**src/rtl/mux_4_1_rr_arbiter.sv**
```systemverilog
// Four-requester round-robin arbiter feeding a single registered output slot.
// Optional packet lock (`ARB_PKT_LOCK_EN`) keeps the grant on one requester until its last beat.
module mux_4_1_rr_arbiter #(
  parameter int W = 4
) (
  input  logic           clk,
  input  logic           rst_n,
  input  logic [3:0]     in_valid,
  input  logic [4*W-1:0] in_data,
  output logic [3:0]     in_ready,
  output logic           out_valid,
  output logic [W-1:0]   out_data,
  output logic [1:0]     out_sel,
  input  logic           out_ready
`ifdef ARB_PKT_LOCK_EN
  ,
  input  logic [3:0]     in_last,
  output logic           out_last
`endif
);

  localparam int N = 4;

  logic       space;
  logic       found;
  logic       xfer;
  logic [1:0] ptr;
  logic [1:0] winner;
  logic [1:0] idx;

`ifdef ARB_PKT_LOCK_EN
  typedef enum logic {IDLE, LOCKED} lock_t;
  lock_t      state;
  logic [1:0] lock_id;
`endif

  assign space = !out_valid || out_ready;

  // Scan starts just past the last winner, so the last winner has lowest priority.
  always_comb begin
    winner = ptr;
    found  = 1'b0;
    idx    = ptr;
    for (int k = 1; k <= N; k++) begin
      idx = ptr + 2'(k);
      if (!found && in_valid[idx]) begin
        winner = idx;
        found  = 1'b1;
      end
    end
`ifdef ARB_PKT_LOCK_EN
    if (state == LOCKED) begin
      winner = lock_id;
      found  = in_valid[lock_id];
    end
`endif
  end

  assign xfer     = space && found;
  assign in_ready = xfer ? (4'b0001 << winner) : 4'b0000;

  always_ff @(posedge clk or negedge rst_n) begin
    if (!rst_n) begin
      out_valid <= 1'b0;
      out_data  <= '0;
      out_sel   <= 2'd0;
      ptr       <= 2'd3;
`ifdef ARB_PKT_LOCK_EN
      out_last  <= 1'b0;
      state     <= IDLE;
      lock_id   <= 2'd0;
`endif
    end else if (xfer) begin
      out_valid <= 1'b1;
      out_data  <= in_data[int'(winner)*W +: W];
      out_sel   <= winner;
`ifdef ARB_PKT_LOCK_EN
      out_last  <= in_last[winner];
      // Pointer advances only at packet end so the rotation is per packet, not per beat.
      if (in_last[winner]) begin
        ptr   <= winner;
        state <= IDLE;
      end else begin
        state   <= LOCKED;
        lock_id <= winner;
      end
`else
      ptr       <= winner;
`endif
    end else if (out_ready) begin
      out_valid <= 1'b0;
    end
  end

endmodule

```
**config.mk**
```make
export PLATFORM = sky130hd
export DESIGN_NAME = mux_4_1_rr_arbiter
export DESIGN_NICKNAME = d
export VERILOG_FILES = /design/src/rtl/mux_4_1_rr_arbiter.sv
export SDC_FILE = /design/constraint.sdc
export NUM_CORES = 1
export LEC_CHECK = 0
export BUFFER_PORTS_ARGS = -buffer_cell sky130_fd_sc_hd__buf_2
export CAP_MARGIN = 20
export CORE_UTILIZATION = 37
export DETAILED_ROUTE_END_ITERATION = 10
export PLACE_DENSITY = 0.72
export SKIP_CTS_REPAIR_TIMING = 1
export SYNTH_ARGS = -nofsm -noshare
export SYNTH_HDL_FRONTEND = slang
export SYNTH_SLANG_ARGS = --single-unit
```
**constraint.sdc**
```tcl
create_clock -name clk -period 1.71 [get_ports clk]
set_input_delay 0.0855 -clock clk [delete_from_list [all_inputs] [get_ports clk]]
set_output_delay 0.0855 -clock clk [all_outputs]
set_load 0.02 [all_outputs]
```
==> metrics.txt <==
status=finished, violations left; failing checks=negative setup slack; Leak Pwr=0.5080 nW; ranking of synthesized cells by area=dfrtp_1, mux2i_1, dfstp_2; die area=0.001728 mm2; height of the chip=41.57 um; Slew @ Worst Pin=0.5205 ns; core area=0.001383 mm2; critical path class=flip-flop to primary output; Synth area leader=dfrtp_1; final worst-path setup slack=-0.2172 ns; Syn Std Cell Area=579.3 um2; Skew-Pair Late Insertion Delay=0.27 ns; crit share post-route=1.127; FP Rows=13; Setup TNS=-1.061 ns; async set-reset flop share out of synthesis=1.000; Synth top area share=0.3024; DRC Markers=0; MaxCap Viol Count=0; RePlAce Congestion=0.7498; # IOs=34; antenna viol nets, final=0; Hold Path Class=input pin to flip-flop; gate count of the mapped netlist=61; critical path launch point=ptr[1]$_DFFE_PN1P_; DR pass1 iterations=4; synth unique cells=25; number of synthesized flops with an enable pin=0; Max transition margin=0.6530; root buffer cell=clkbuf_4; dpl ws=-0.01628 ns; hpwl dp=1195 um; Max Fclk=0.5189 GHz; RSZ-0062 raised after global routing=yes; Worst VDD drop=0.0009039 V; CP Cell Sequence=buf_4 > nor3_1 > a31oi_1 > o21ai_2 > buf_6 > nor3_2 > buf_4; Fin. Hold Viols=0; nets@finish=135; crit path launch type=flip-flop; Power Total=1.154 mW; via count=687; crit-path max cell delay=0.56 ns; register area share after synthesis=0.3931; DR vias/cell=5.452; clock buffer depth=2; HP Start=out_ready; first-pass GRT wire length=2435 um; final WL=1958 um; Num CTS Buffers=3; synth cell count leaders=mux2i_1, dfrtp_1, nor2_1; initial antenna violation count=0; Starting Density=0.4190; #FFs+latches synth=9; endpoints failing setup=8; CTS tree=built; syn_nets=84; Max Fanout on Critical Path=4; number of diodes=0; Avg WL per Cell=15.54 um; Tmin final=1.927 ns; clock slew at reported path FFs=0.07 ns; ys flop type=dfrtp_1; Worst Clk Skew=0.004078 ns; Slowest cell on crit path=dfstp_2; yosys synthesis warning count=0; global-route usage over all layers=0.1880; maximum number of pins on one net before global-route repair=10; die width=41.57 um; WP data arrival=1.84 ns; fraction of layout cells with a size suffix above 1=0.5856; top-count cell post-synth=mux2i_1; Final Max Slew Viols=0; Worst path most repeated cell=buf_4; Crit. End Element=primary output; CP required=1.62 ns; grt total ovfl=0; Buffers on Ports=33; DRT iter0 DRCs=14; Worst Hold Slack=0.06814 ns; vias in the first global route=589; H-Tree Level Count=1; Avg Inst Size Synth=9.497 um2; PD cells=1195 mW/mm2; CTS sink count=9; Critical R2R Launch=ptr[0]$_DFFE_PN1P_; Area Growth Syn to Fin=66.74%
cell type report:
type | instances | area [um2]
Fill cell | 104 | 416.7
Multi-Input combinational cell | 46 | 364.1
Timing Repair Buffer | 49 | 316.6
Sequential cell | 9 | 227.7
Clock buffer | 3 | 22.52
Tap cell | 15 | 18.77
Inverter | 3 | 11.26
Clock inverter | 1 | 5.005
power breakdown:
part | switching, mW | internal, mW | leakage, nW
sequential | 0.0390 | 0.281 | 0.0972
combinational | 0.324 | 0.335 | 0.393
clock | 0.0884 | 0.0868 | 0.0177
metal layers:
metal / global-route usage / part of all wire / up-vias
met3: 0.06522 / 0.046 / 6
met2: 0.3406 / 0.58 / 27
met4: 0.07742 / 0.026 / 0
met5: 0 / 0 / -
met1: 0.1940 / 0.35 / 333
li1: - / - / 321
cells by family after synthesis:
kind of cell,count (synthesis),share of synthesized area
flip-flops,9,0.3931
buffers and inverters,6,0.05831
AO/OA/AOI/OAI,18,0.2354
AND/OR/NAND/NOR,18,0.1404
multiplexers,10,0.1728
flip-flops by register name, indices dropped and copies added (netlist names):
register / count
out_sel: 2
ptr: 2
out_valid: 1
out_data: 4
per-stage QoR:
stage            util  instances  area, um2
6_report       0.6986        126      965.9
4_1_cts        0.6009        118      830.8
3_3_place_gp   0.5810        114      803.3
5_1_grt        0.6986        126      965.9
3_5_place_dp   0.5810        114      803.3
2_1_floorplan       -         61      585.6
worst max-delay path: cells and delay by family (launching register included):
family	cells	cell delay [ns]
AOI/OAI and AO/OA	2	0.35
buffers and inverters	3	0.47
DFF	1	0.56
and+or+nand+nor	2	0.18
cells in the final DEF (no fill, tap or decap), drive strengths merged:
cell type / instances
nand2: 5
a21o: 3
dfrtp: 7
mux2i: 10
a31oi: 5
buf: 48
dfstp: 2
nor4: 1
nor2: 7
clkbuf: 3
nor2b: 1
dlygate4sd3: 1
a21boi: 5
nand2b: 1
o21ai: 1
a22oi: 1
clkinv: 1
a21oi: 1
nor3b: 1
inv: 3
nor3: 2
a221oi: 1
o21a: 1
path summary, 6_finish.rpt:
check,depth (start not counted),to,slack (ns)
setup / recovery,7,in_ready[3],-0.22
hold / removal,4,out_valid$_DFFE_PN0P_,0.07
setup reg to reg,7,out_data[0]$_DFFE_PN0P_,-0.14
hold reg to reg,1,out_sel[0]$_DFFE_PN0P_,0.50
max in group asynchronous,2,ptr[1]$_DFFE_PN1P_,1.26
min in group asynchronous,2,out_sel[1]$_DFFE_PN0P_,0.20
No activity file was read; power rests on OpenSTA's default activity.
